### config.mk
export PLATFORM = sky130hd
export DESIGN_NAME = key_run_ctrl_flat
export DESIGN_NICKNAME = d
export VERILOG_FILES = /design/src/rtl/key_run_ctrl_pkg.sv /design/src/rtl/key_run_ctrl_if.sv /design/src/rtl/key_run_ctrl_debounce.sv /design/src/rtl/key_run_ctrl.sv /design/src/flat_wrapper.sv
export SDC_FILE = /design/constraint.sdc
export NUM_CORES = 1
export LEC_CHECK = 0
export ABC_AREA = 0
export ABC_CLOCK_PERIOD_IN_PS = 2200
export CAP_MARGIN = 20
export CORE_ASPECT_RATIO = 0.7
export CORE_MARGIN = 5
export CORE_UTILIZATION = 32
export DETAILED_ROUTE_END_ITERATION = 6
export PLACE_DENSITY_LB_ADDON = 0.2
export SLEW_MARGIN = 20
export SYNTH_ARGS = -nofsm -noshare
export SYNTH_HDL_FRONTEND = slang
export SYNTH_SLANG_ARGS = --single-unit
### constraint.sdc
create_clock -name clk -period 2.2 [get_ports clk]
set_clock_uncertainty 0.1 [all_clocks]
set_input_delay 0.44 -clock clk [delete_from_list [all_inputs] [get_ports clk]]
set_output_delay 0.44 -clock clk [all_outputs]
set_load 0.01 [all_outputs]
### src/rtl/key_run_ctrl_pkg.sv
// Shared types and defaults for the run/stop key front end.
// State encodings are fixed (IDLE=0, RUN=1, STOPPED=2) so external
// debug tooling can decode the exported state value.
package key_run_ctrl_pkg;

    localparam int KRC_DEBOUNCE_CYCLES = 500_000;     // 10 ms at 50 MHz
    localparam int KRC_HOLD_CYCLES     = 100_000_000; // 2 s at 50 MHz
    localparam int KRC_CNT_W           = 27;

    typedef enum logic [1:0] {
        KRC_IDLE = 2'd0,
        KRC_RUN  = 2'd1,
        KRC_STOP = 2'd2
    } krc_state_t;

    // A debounced press moves RUN to STOPPED and anything else to RUN.
    function automatic krc_state_t krc_toggle(krc_state_t s);
        return (s == KRC_RUN) ? KRC_STOP : KRC_RUN;
    endfunction

endpackage

### src/rtl/key_run_ctrl_if.sv
// Signal bundle between the run/stop key stage and its surroundings.
// key_n is the raw active-low button; every other signal is driven by the
// control stage. All outputs are levels or one-cycle strobes on clk; there
// is no valid/ready handshake: press_pulse and clear_pulse are
// fire-and-forget strobes that consumers must sample on the cycle they are high.
interface key_run_ctrl_if;
    import key_run_ctrl_pkg::*;

    logic       key_n;
    logic       key_clean;
    logic       press_pulse;
    logic       run;
    logic       stop;
    logic       clear_pulse;
    krc_state_t state;        // FSM state, exported for debug and checkers

    modport master (
        output key_n,
        input  key_clean, press_pulse, run, stop, clear_pulse, state
    );

    modport slave (
        input  key_n,
        output key_clean, press_pulse, run, stop, clear_pulse, state
    );
endinterface

### src/rtl/key_run_ctrl_debounce.sv
// Two-flop synchroniser plus debounce counter for one active-low key.
// key_clean_o follows the synchronised key only after it has differed from
// key_clean_o for DEBOUNCE_CYCLES consecutive clocks; any bounce back
// restarts the count. press_pulse_o strobes on the clock key_clean_o falls.
// Reusable for any of the board keys.
module key_run_ctrl_debounce #(
    parameter int DEBOUNCE_CYCLES = 500_000,
    parameter int CNT_W           = 27
) (
    input  logic clk,
    input  logic rst,
    input  logic key_n_i,
    output logic key_clean_o,
    output logic press_pulse_o
);

    logic             sync1_q;
    logic             key_s_q;
    logic             key_clean_q;
    logic             press_q;
    logic [CNT_W-1:0] cnt_q;

    // Synchronise the asynchronous key; reset to the released level.
    always_ff @(posedge clk) begin
        if (!rst) begin
            sync1_q <= 1'b1;
            key_s_q <= 1'b1;
        end else begin
            sync1_q <= key_n_i;
            key_s_q <= sync1_q;
        end
    end

    // Count consecutive disagreeing samples; adopt the new level when the count completes.
    always_ff @(posedge clk) begin
        if (!rst) begin
            key_clean_q <= 1'b1;
            cnt_q       <= '0;
            press_q     <= 1'b0;
        end else begin
            press_q <= 1'b0;
            if (key_s_q == key_clean_q) begin
                cnt_q <= '0;
            end else if (cnt_q == CNT_W'(DEBOUNCE_CYCLES - 1)) begin
                key_clean_q <= key_s_q;
                cnt_q       <= '0;
                press_q     <= ~key_s_q;
            end else begin
                cnt_q <= cnt_q + 1'b1;
            end
        end
    end

    assign key_clean_o   = key_clean_q;
    assign press_pulse_o = press_q;

endmodule

### src/rtl/key_run_ctrl.sv
// Run/stop control stage: debounced key drives an IDLE/RUN/STOPPED machine
// whose RUN level enables the downstream rng, sum_3 and counter stages.
// Optional feature macro: HOLD_CLEAR_EN -- a long press (HOLD_CYCLES clocks
// with the debounced key low outside IDLE) returns the machine to IDLE and
// strobes clear_pulse once per press. Without it clear_pulse is tied low.
module key_run_ctrl
    import key_run_ctrl_pkg::*;
#(
    parameter int DEBOUNCE_CYCLES = KRC_DEBOUNCE_CYCLES,
    parameter int HOLD_CYCLES     = KRC_HOLD_CYCLES,
    parameter int CNT_W           = KRC_CNT_W
) (
    input  logic           clk,
    input  logic           rst,
    key_run_ctrl_if.slave  bus
);

    // Reject configurations whose counters cannot reach their terminal count.
    if (DEBOUNCE_CYCLES < 1 || HOLD_CYCLES < 1 ||
        longint'(DEBOUNCE_CYCLES) > (longint'(1) << CNT_W) ||
        longint'(HOLD_CYCLES) > (longint'(1) << CNT_W)) begin : g_cfg_check
        $error("key_run_ctrl: CNT_W too small for DEBOUNCE_CYCLES/HOLD_CYCLES");
    end

    logic       key_clean;
    logic       press_pulse;
    logic       clear_fire;
    krc_state_t state_q;
    krc_state_t state_d;

    key_run_ctrl_debounce #(
        .DEBOUNCE_CYCLES (DEBOUNCE_CYCLES),
        .CNT_W           (CNT_W)
    ) u_debounce (
        .clk           (clk),
        .rst           (rst),
        .key_n_i       (bus.key_n),
        .key_clean_o   (key_clean),
        .press_pulse_o (press_pulse)
    );

`ifdef HOLD_CLEAR_EN
    logic [CNT_W-1:0] hold_cnt_q;
    logic             hold_done_q;

    // Fires once when the press has been held long enough outside IDLE.
    assign clear_fire = !key_clean && (state_q != KRC_IDLE) && !hold_done_q &&
                        (hold_cnt_q == CNT_W'(HOLD_CYCLES - 1));

    // Hold counter: runs while pressed outside IDLE, saturates after the clear, resets on release.
    always_ff @(posedge clk) begin
        if (!rst) begin
            hold_cnt_q  <= '0;
            hold_done_q <= 1'b0;
        end else if (key_clean) begin
            hold_cnt_q  <= '0;
            hold_done_q <= 1'b0;
        end else if ((state_q != KRC_IDLE) && !hold_done_q) begin
            if (clear_fire) begin
                hold_done_q <= 1'b1;
            end else begin
                hold_cnt_q <= hold_cnt_q + 1'b1;
            end
        end
    end
`else
    assign clear_fire = 1'b0;
`endif

    // State register.
    always_ff @(posedge clk) begin
        if (!rst) begin
            state_q <= KRC_IDLE;
        end else begin
            state_q <= state_d;
        end
    end

    // Next state: long-press clear wins over a press; illegal encodings recover to IDLE.
    always_comb begin
        state_d = state_q;
        case (state_q)
            KRC_IDLE, KRC_RUN, KRC_STOP: begin
                if (clear_fire) begin
                    state_d = KRC_IDLE;
                end else if (press_pulse) begin
                    state_d = krc_toggle(state_q);
                end
            end
            default: state_d = KRC_IDLE;
        endcase
    end

    assign bus.key_clean   = key_clean;
    assign bus.press_pulse = press_pulse;
    assign bus.run         = (state_q == KRC_RUN);
    assign bus.stop        = (state_q == KRC_STOP);
    assign bus.clear_pulse = clear_fire;
    assign bus.state       = state_q;

endmodule

### src/flat_wrapper.sv
// flat-port wrapper written by rule: the top's interface ports become plain ports
module key_run_ctrl_flat import key_run_ctrl_pkg::*;
#(
    parameter int DEBOUNCE_CYCLES = KRC_DEBOUNCE_CYCLES,
    parameter int HOLD_CYCLES     = KRC_HOLD_CYCLES,
    parameter int CNT_W           = KRC_CNT_W
)
  (clk, rst, bus_key_n, bus_key_clean, bus_press_pulse, bus_run, bus_stop, bus_clear_pulse, bus_state);
  key_run_ctrl_if bus_i ();
  input  logic clk;
  input  logic rst;
  input wire logic [$bits(bus_i.key_n)-1:0] bus_key_n;
  output wire logic [$bits(bus_i.key_clean)-1:0] bus_key_clean;
  output wire logic [$bits(bus_i.press_pulse)-1:0] bus_press_pulse;
  output wire logic [$bits(bus_i.run)-1:0] bus_run;
  output wire logic [$bits(bus_i.stop)-1:0] bus_stop;
  output wire logic [$bits(bus_i.clear_pulse)-1:0] bus_clear_pulse;
  output wire logic [$bits(bus_i.state)-1:0] bus_state;
  assign bus_i.key_n = bus_key_n;
  assign bus_key_clean = bus_i.key_clean;
  assign bus_press_pulse = bus_i.press_pulse;
  assign bus_run = bus_i.run;
  assign bus_stop = bus_i.stop;
  assign bus_clear_pulse = bus_i.clear_pulse;
  assign bus_state = bus_i.state;
  key_run_ctrl #(.DEBOUNCE_CYCLES(DEBOUNCE_CYCLES), .HOLD_CYCLES(HOLD_CYCLES), .CNT_W(CNT_W)) u_core (.clk(clk), .rst(rst), .bus(bus_i));
endmodule
* Word-level counts from Yosys, hierarchy flattened
Index checks and enable logic that the tools add are counted.
** Word-level totals
- Flip-flop bits (word level) :: 33
- Bits in latches :: 0
- RAM bits :: 0
- ROM bits :: 0
- Output and inout port bits :: 7
- Logic and storage cells :: 22
- Memories :: 0
** Cells by class
- Add/sub/neg operators :: 1
- Multiply operators :: 0
- Div/mod/pow operators :: 0
- Order comparisons :: 0
- Eq/ne operators :: 4
- Shifts and indexed selects :: 0
- Mux-type cells :: 1
- Bitwise operators :: 4
- Reduce and logical (&&, ||, !) cells :: 6
** Operators by type and width (number)
- adder 27 x 1 -> 27 bit (second input constant) :: 1
- equality test 27 x 19 -> 1 bit (second input constant) :: 1
- OR reduction 3 bit :: 3
- inverter 1 bit :: 4
- AND reduction 2 bit :: 2
- equality test 2 x 1 -> 1 bit (second input constant) :: 1
- equality test 2 bit (second input constant) :: 1
- logical NOT 2 bit :: 1
- two-way mux 2 bit :: 1
- equality test 1 bit :: 1

* Depth between registers and ports, before layout
Gate-level depths: netlist of run 1.
- Depth in word-level cells :: 3
- Depth in mapped cells :: 6
- Depth with buffers taken out :: 5

* By module
A second synthesis of run 1 with hierarchy kept.
** Unflattened totals
- Cell total of the unflattened synthesis :: 175
- Area total of the unflattened synthesis :: 1564.0 um^2
** By module, submodules not included
- key_run_ctrl_debounce :: times used 1, cells each 163, area each 1448.9 um^2, sequential area each 620.6 um^2
- key_run_ctrl :: times used 1, cells each 12, area each 115.1 um^2, sequential area each 40.0 um^2

* Least setup slack after synthesis of run 1
OpenSTA, ideal clock, no wires.
- Path kind :: register to register
- From :: reg u_core.u_debounce.cnt_q[0]
- To :: reg u_core.u_debounce.cnt_q[15]
- Arrival :: 1514 ps
- Required time :: 1985 ps
- Path slack :: 471 ps
- Cell stages (with the launch flop) :: 7
- Buffers on the path :: 1
- Period minus slack after synthesis :: 1729 ps
- Path through :: dfxtp_1 > ha_1 > and4_1 > nand3_1 > o21ai_2 > buf_4 > nor2_1
** On the way
- Word-level cells in the longest chain between the ends :: 2
- Elaborated cells on any way between the ends :: 3
- Those cells by class :: add/sub (1); eq/ne (1); reduce/logical (1)
** Ends and longest elaborated chain
- start: declaration :: line key_run_ctrl_debounce.sv:21 : logic [CNT_W-1:0] cnt_q;
- start signal: assignment :: line key_run_ctrl_debounce.sv:49 : cnt_q <= cnt_q + 1'b1;
- parallel branches: the longest is 2 deep, another holds adder 27 x 1 -> 27 bit
Parallel ways; which one is timed is not known.
A chain may end at the register's enable or synchronous reset.

* Final worst setup path of run 1
- From :: reg u_core.state_q[0] (netlist: u_core.bus.state[0])
- To :: out bus_run
** On the way
- Word-level cells in the longest chain between the ends :: 1
** Ends and longest elaborated chain
- start: declaration :: line key_run_ctrl.sv:28 : krc_state_t state_q;
- start signal: assignment :: line key_run_ctrl.sv:75 : state_q <= state_d;
- equality test 2 x 1 -> 1 bit :: line key_run_ctrl.sv:96 : assign bus.run = (state_q == KRC_RUN);
- end: declaration :: line flat_wrapper.sv:15 : output wire logic [$bits(bus_i.run)-1:0] bus_run;
Every way passes these cells.

==> flow_summary.json, run 1 <==
{
  "fin_crit_ns": 1.96,
  "postCtsHoldBufs": 0,
  "fp-row-count": 21,
  "dieArea_um2": 6340,
  "cp.arrival_ns": 1.42,
  "grt_pass1_vias": 1175,
  "hold_viol": 0,
  "dpl-instance-area_um2": 1670,
  "dieWidth_um": 93.0,
  "drive_gt1_share_pct": 6.99,
  "place_ws_ns": 0.315,
  "cp.required_ns": 1.66,
  "cts_inserted_buffers": 5,
  "peakVddDrop_v": 0.000355,
  "crit_type": "flip-flop to primary output",
  "async_flop_share_pct": 0,
  "hold_path_depth": 1,
  "fin_util_pct": 37.1,
  "p_leak_nw": 0.540,
  "internal-power_uw": 832,
  "area_growth_pct": 13.5,
  "nNetsFinal": 189,
  "viasPerCell": 5.24,
  "comb_power_share_pct": 1.6,
  "tns_ns": 0,
  "crit_family": "buffers and inverters",
  "wl_um": 3310,
  "p_seq_share_pct": 57.2,
  "ys_ff_latch": 33,
  "hpwl_um": 2400,
  "io_buffers": 8,
  "path_cells": "nor2b_1 -> clkdlybuf4s50_1",
  "avgSynthCellArea_um2": 8.87,
  "swShare_pct": 20.8,
  "synthTopCellsByArea": "dfxtp_1 (43%), xor2_1 (5.1%), nor2_1 (4.9%)",
  "max_freq_mhz": 511,
  "powerDensity_nw_per_um2": 599,
  "drtPass1Iterations": 4,
  "hold_class": "flip-flop to flip-flop",
  "syn_inst": 174,
  "cp-end-kind": "primary output",
  "syn-cell-area_um2": 1540,
  "yosys.area.top_type": "dfxtp_1",
  "path_depth": 2,
  "critPathBufInv": 1,
  "die_height_um": 68.1,
  "start_kind": "flip-flop",
  "ant_nets": 0,
  "io_pins": 10,
  "cts_tree": "done",
  "yosysTopAreaCellShare_pct": 42.8,
  "rsz0062_at_grt": "no",
  "gp_congestion": 0.743,
  "crit_slowest_cell": "clkdlybuf4s50_1",
  "grt_max_degree": 28,
  "worstPathMaxFanout": 6,
  "clock_path_buffers": 2,
  "wl_per_cell_um": 13.6,
  "fin_ws_ns": 0.244,
  "drc": 0,
  "finalPower_mw": 1.05,
  "vias": 1273,
  "grt_pass1_wl_um": 5550,
  "synth_warnings": 0,
  "outcome": "complete, no violations",
  "clock-sinks": 33,
  "cts_setup_buffers": 0,
  "syn_nets": 178,
  "htreeDepth": 2,
  "synth.distinct_cells": 33,
  "antenna_cells": 0,
  "core_um2": 4730,
  "clock_power_share_pct": 41.2,
  "yosys_most_used_dff": "dfxtp_1",
  "yosysSeqAreaShare_pct": 42.8,
  "antenna_found_initial": 0,
  "setup_violations": 0,
  "synth_edf_count": 0,
  "stdcell_area_um2": 1750,
  "postCtsResizedCells": 0,
  "drt_iter0_drc": 75,
  "cp_slowest_stage_delay_ns": 0.55,
  "path_clk_slew_ns": 0.06,
  "r2r.worst_path.cells": 5,
  "finalCritPeriodShare_pct": 88.9,
  "clk_latency_ns": 0.28,
  "cts-root-buf": "clkbuf_8",
  "switchingPower_uw": 219,
  "start_util_pct": 32.6,
  "globalRouteTotalUtil_pct": 11.4,
  "slew_violations": 0,
  "overflow": 0,
  "maxCapViolCount": 0
}
==> metrics by stage <==
| stage | std cells | hold slack, ns |
|---|---|---|
| 2_1_floorplan | 174 | 0.286 |
| 3_3_place_gp | 235 | 0.289 |
| 3_5_place_dp | 235 | 0.319 |
| 4_1_cts | 243 | 0.334 |
| 5_1_grt | 243 | 0.375 |
| 6_report | 243 | 0.332 |
==> logic make-up (layout without fill, tap and decap cells) <==
family                   Yosys count  in the layout  share of synthesized area [%]
XOR/XNOR                          15             15                           8.51
adder cells (fa/ha/maj)            1              1                          0.810
AND/OR/NAND/NOR                   89             89                           33.6
flip-flops                        33             33                           42.8
AO/OA/AOI/OAI                     27             27                           10.3
buffers and inverters              8             20                           3.73
other                              1              1                          0.243
==> final timing paths <==
| check | start | endpoint | slack, ns |
|---|---|---|---|
| setup / recovery | u_core.bus.state[0] | bus_run | 0.24 |
| setup reg to reg | u_core.u_debounce.cnt_q[0] | u_core.u_debounce.cnt_q[22] | 0.28 |
| hold / removal | u_core.u_debounce.sync1_q | u_core.u_debounce.key_s_q | 0.33 |
| hold reg to reg | u_core.u_debounce.sync1_q | u_core.u_debounce.key_s_q | 0.33 |
==> synthesized netlist by cell type, types with 3 or more instances <==
master / number
a21oi_1: 11
xor2_1: 9
nor4_1: 4
xnor2_1: 6
buf_4: 3
nand2_1: 10
o31ai_1: 6
or3_1: 4
or4_1: 6
dfxtp_1: 33
o21ai_0: 7
nand4_1: 10
nor2_1: 20
nand3_1: 10
and2_1: 4
nor2b_1: 4
and4_1: 6
==> power by group through the flow <==
| stage | clock [mW] | sequential [mW] | combinational (mW) |
|---|---|---|---|
| after floorplan | 0 | 0.614 | 0.0102 |
| after global placement | 0 | 0.614 | 0.0157 |
| after detailed placement | 0 | 0.615 | 0.0165 |
| after CTS | 0.452 | 0.601 | 0.0167 |
| after global routing | 0.473 | 0.601 | 0.0186 |
| final | 0.433 | 0.601 | 0.0165 |
==> registers in the layout, summed over array words and instances (netlist names) <==
register	cells
u_core.u_debounce.sync1_q	1
u_core.u_debounce.key_s_q	1
u_core.u_debounce.cnt_q	27
u_core.u_debounce.key_clean_o	1
u_core.u_debounce.press_pulse_o	1
u_core.bus.state	2
==> layer usage <==
metal	part of all wire [%]	GRT usage [%]	up-vias
met2	41	17.0	16
met1	54	15.2	599
li1	-	-	652
met4	1.8	5.30	0
met5	0	0	-
met3	3.0	3.30	6
==> area by class of cell <==
type	count	area, µm²
fillers	480	2980
repair buffers	10	108
well taps	57	71.3
inverters	2	7.51
flip-flops and latches	33	661
multi-input cells	133	826
clock buffers	8	80.1
==> placed cells by master (no fill, tap or decap), types with 5 or more instances in the layout <==
master           netlist  final
clkbuf_8               0      5
nor2_1                20     20
nand4_1               10     10
xnor2_1                6      6
a21oi_1               11     11
o21ai_0                7      7
o31ai_1                6      6
dfxtp_1               33     33
and4_1                 6      6
or4_1                  6      6
nand2_1               10     10
xor2_1                 9      9
clkdlybuf4s50_1        0      8
nand3_1               10     10
Power figures use the tool's default switching activity.
==> run 2, diff against run 1 <==
CORE_ASPECT_RATIO = 2   (was 0.7)
==> run 2 against run 1 <==
  * First-iteration DRC count shrank 59%
  * Clock-buffer cell count shrank 1
  * Clock power grew 36%
  * Hold slack lost 0.014 ns
  * Routed wire length grew 7.0%
  * Via count grew 2.1%
  * Sequential share of layout area shrank 0.56 points
  * Largest power group unchanged
==> flow_summary.json, run 2 (same netlist as run 1, synthesis figures left out) <==
{
  "grt_max_degree": 28,
  "cts_setup_buffers": 0,
  "worstHoldStart": "u_core.u_debounce.sync1_q",
  "hold_viol": 0,
  "grt_pass1_wl_um": 6090,
  "wl_um": 3540,
  "maxCapViolCount": 0,
  "postCtsHoldBufs": 0,
  "cts_inserted_buffers": 5,
  "peakVddDrop_v": 0.000332,
  "layout_common_cells": "dfxtp_1 (33), nor2_1 (20), a21oi_1 (11)",
  "crit_slowest_cell": "clkdlybuf4s50_1",
  "cp.arrival_ns": 1.44,
  "clock_path_buffers": 2,
  "hpwl_um": 2620,
  "powerDensity_nw_per_um2": 678,
  "area_growth_pct": 15.2,
  "io_buffers": 8,
  "outcome": "complete, no violations",
  "antenna_cells": 0,
  "cts-root-buf": "clkbuf_8",
  "cp.required_ns": 1.66,
  "gp_congestion": 0.749,
  "cp-startpoint": "u_core.bus.state[0]",
  "path_clk_slew_ns": 0.07,
  "drive_gt1_share_pct": 7.57,
  "antenna_found_initial": 0,
  "globalRouteTotalUtil_pct": 12.3,
  "finalCritPeriodShare_pct": 90.2,
  "worstPathMaxFanout": 6,
  "nNetsFinal": 188,
  "max_freq_mhz": 504,
  "finalPower_mw": 1.21,
  "hold_class": "flip-flop to flip-flop",
  "switchingPower_uw": 230,
  "fin_ws_ns": 0.215,
  "internal-power_uw": 976,
  "slew_violations": 0,
  "cp_slowest_stage_delay_ns": 0.55,
  "place_inst": 232,
  "rsz0062_at_grt": "no",
  "clk_latency_ns": 0.29,
  "die_height_um": 108,
  "dieWidth_um": 59.1,
  "setup_violations": 0,
  "place_ws_ns": 0.378,
  "stdcell_area_um2": 1780,
  "postCtsResizedCells": 0,
  "holdWs_ns": 0.318,
  "drtPass1Iterations": 4,
  "viasPerCell": 5.42,
  "drc": 0,
  "dpl-instance-area_um2": 1660,
  "layout_commonest_cell": "dfxtp_1",
  "largest_reg_flops": 27,
  "dieArea_um2": 6400,
  "swShare_pct": 19.1,
  "clock_power_share_pct": 48.8,
  "fin_cells": 240,
  "overflow": 0,
  "htreeDepth": 2,
  "r2r_start": "u_core.u_debounce.cnt_q[5]",
  "grt_pass1_vias": 1330,
  "ant_nets": 0,
  "vias": 1300,
  "fin_util_pct": 38.3,
  "start_util_pct": 33.3,
  "regMostFlops": "u_core.u_debounce.cnt_q",
  "tns_ns": 0,
  "fin_crit_ns": 1.98,
  "path_cells": "nor2b_1 -> clkdlybuf4s50_1",
  "clock-sinks": 33,
  "wl_per_cell_um": 14.8,
  "cp-end-kind": "primary output",
  "fp-row-count": 35,
  "io_pins": 10,
  "drt_iter0_drc": 31,
  "cts_tree": "done",
  "fill_cells": 483,
  "core_um2": 4640,
  "p_seq_share_pct": 49.8,
  "comb_power_share_pct": 1.3,
  "p_leak_nw": 0.553,
  "crit_type": "flip-flop to primary output",
  "start_kind": "flip-flop"
}
-- run 2: changes by cell type in the layout (fill, tap and decap cells not counted) --
cell       delta
bufinv_16     +1
buf_4         -1
clkbuf_8      +1
clkbuf_1      -2
-- run 2: area by class of cell --
class	instances	area [µm²]	share of cell area (%)
Clock buffer	7	86.3	4.85
Clock inverter	1	30.0	1.69
Multi-Input combinational cell	133	826	46.4
Timing Repair Buffer	9	100	5.63
Sequential cell	33	661	37.1
Inverter	2	7.51	0.422
Tap cell	55	68.8	3.87
-- run 2: final timing paths --
check	endpoint	slack, ns	cells past startpoint
max reg2reg	u_core.u_debounce.cnt_q[23]	0.36	4
min reg2reg	u_core.u_debounce.key_s_q	0.32	1
max	bus_run	0.22	2
min	u_core.u_debounce.key_s_q	0.32	1
-- run 2: routing by layer --
layer,part of all wire [%],wire (µm),vias up,global-route usage (%)
met5,0,0,-,0
met4,3.0,108,0,6.81
met3,3.4,121,9,2.75
met2,56,1970,21,22.6
met1,38,1340,620,12.2
li1,-,-,650,-
-- run 2: critical path: cells and delay by family, from the launching register on --
kind | cells | cell delay, ns
AND/OR/NAND/NOR | 1 | 0.20
buffers and inverters | 1 | 0.55
flip-flops | 1 | 0.42
-- run 2: power groups by stage --
stage          Sequential (mW)  Combinational, mW  Clock [mW]
6_report                 0.601             0.0163       0.589
5_1_grt                  0.601             0.0184       0.631
4_1_cts                  0.601             0.0165       0.607
3_5_place_dp             0.615             0.0164           0
3_3_place_gp             0.615             0.0160           0
2_1_floorplan            0.614             0.0102           0
==> run 3, diff against run 2 <==
ABC_CLOCK_PERIOD_IN_PS = 2000   (was 2200)
clock period = 2 ns   (was 2.2 ns; I/O delays follow)
==> run 3 against run 2 <==
  * Clock-buffer cell count stayed put
  * Non-clock buffer count up 5
  * Utilization increased by 0.54 points
  * Hold slack improved by 0.017 ns
  * Via count up 1.5%
  * Sequential power up 10%
  * Critical endpoint unchanged
==> flow_summary.json, run 3 (same netlist as run 1, synthesis figures left out) <==
{
  "clock_power_share_pct": 44.8,
  "drtPass1Iterations": 3,
  "grt_pass1_wl_um": 5770,
  "place_inst": 237,
  "start_kind": "flip-flop",
  "ant_nets": 0,
  "fin_cells": 245,
  "dieWidth_um": 59.1,
  "viasPerCell": 5.39,
  "die_height_um": 108,
  "powerDensity_nw_per_um2": 683,
  "p_seq_share_pct": 53.7,
  "cts_tree": "done",
  "worstPathMaxFanout": 6,
  "grt_pass1_vias": 1298,
  "nNetsFinal": 193,
  "io_pins": 10,
  "cp.arrival_ns": 1.37,
  "finalCritPeriodShare_pct": 93.5,
  "clk_latency_ns": 0.29,
  "tns_ns": 0,
  "swShare_pct": 20.4,
  "drive_gt1_share_pct": 11.6,
  "wl_per_cell_um": 13.6,
  "cp.required_ns": 1.50,
  "clock-sinks": 33,
  "regArea_um2": 662,
  "multi_input_area_um2": 827,
  "fill_cells": 498,
  "max_freq_mhz": 535,
  "outcome": "complete, no violations",
  "hpwl_um": 2520,
  "fin_util_pct": 38.9,
  "peakVddDrop_v": 0.000488,
  "fp-row-count": 35,
  "drc": 0,
  "antenna_cells": 0,
  "cts_inserted_buffers": 5,
  "layout_commonest_cell": "dfxtp_1",
  "comb_power_share_pct": 1.6,
  "maxCapViolCount": 0,
  "largest_reg_flops": 27,
  "grt_max_degree": 28,
  "internal-power_uw": 980,
  "antenna_found_initial": 0,
  "hold_viol": 0,
  "start_util_pct": 33.3,
  "overflow": 0,
  "slew_violations": 0,
  "gp_congestion": 0.720,
  "vias": 1320,
  "globalRouteTotalUtil_pct": 11.8,
  "cts-root-buf": "clkbuf_8",
  "drt_iter0_drc": 14,
  "path_clk_slew_ns": 0.07,
  "cp-end-kind": "primary output",
  "fin_crit_ns": 1.87,
  "hold_class": "flip-flop to flip-flop",
  "setup_violations": 0,
  "clock_path_buffers": 2,
  "finalPower_mw": 1.23,
  "regMostFlops": "u_core.u_debounce.cnt_q",
  "rsz0062_at_grt": "no",
  "p_leak_nw": 0.576,
  "htreeDepth": 2,
  "holdWs_ns": 0.335,
  "area_growth_pct": 16.9,
  "switchingPower_uw": 252,
  "layout_common_cells": "dfxtp_1 (32), nor2_1 (20), a21oi_1 (11)",
  "cts_setup_buffers": 0,
  "core_um2": 4640,
  "wl_um": 3330,
  "io_buffers": 8,
  "crit_type": "flip-flop to primary output",
  "dieArea_um2": 6400
}
==> run 3: final cells by class <==
class | count | area share (%)
clock inverters | 1 | 0.277
multi-input cells | 133 | 45.8
inverters | 2 | 0.416
flip-flops and latches | 33 | 36.7
repair buffers | 14 | 7.63
well taps | 55 | 3.81
clock buffers | 7 | 5.34
==> run 3: worst paths after layout <==
kind	from	endpoint	slack (ns)	cells past startpoint
max reg2reg	u_core.u_debounce.cnt_q[0]	u_core.u_debounce.cnt_q[18]	0.22	5
max	u_core.bus.state[0]	bus_run	0.13	2
min reg2reg	u_core.u_debounce.sync1_q	u_core.u_debounce.key_s_q	0.34	1
min	u_core.u_debounce.sync1_q	u_core.u_debounce.key_s_q	0.34	1
==> run 3: repair_timing <==
item,CTS,global route
setup endpoints to repair,0,2
hold buffers,0,0
resized for setup,0,2
==> run 3: critical path, stage by stage, from the launching register on <==
cell             delay [ns]
dfxtp_2                0.37
nor2b_1                0.16
clkdlybuf4s50_1        0.56
==> run 3: routing by layer <==
layer,wire length [µm],track usage (%),up-vias
li1,-,-,655
met1,1300,11.9,640
met2,1830,21.2,16
met3,109,3.58,9
met4,102,6.00,0
met5,0,0,-
==> run 3: power by group through the flow <==
stage          Clock (mW)  Sequential [mW]  Combinational, mW
2_1_floorplan           0            0.675             0.0112
3_3_place_gp            0            0.676             0.0192
3_5_place_dp            0            0.676             0.0195
4_1_cts             0.573            0.661             0.0197
5_1_grt             0.603            0.661             0.0216
6_report            0.551            0.661             0.0192
==> run 3: per-stage QoR <==
step                instance area [µm²]  worst slack [ns]
global route                       1800            0.0275
floorplan                          1540             0.271
global placement                   1700             0.240
finish                             1800             0.130
CTS                                1800            0.0489
detailed placement                 1700             0.172
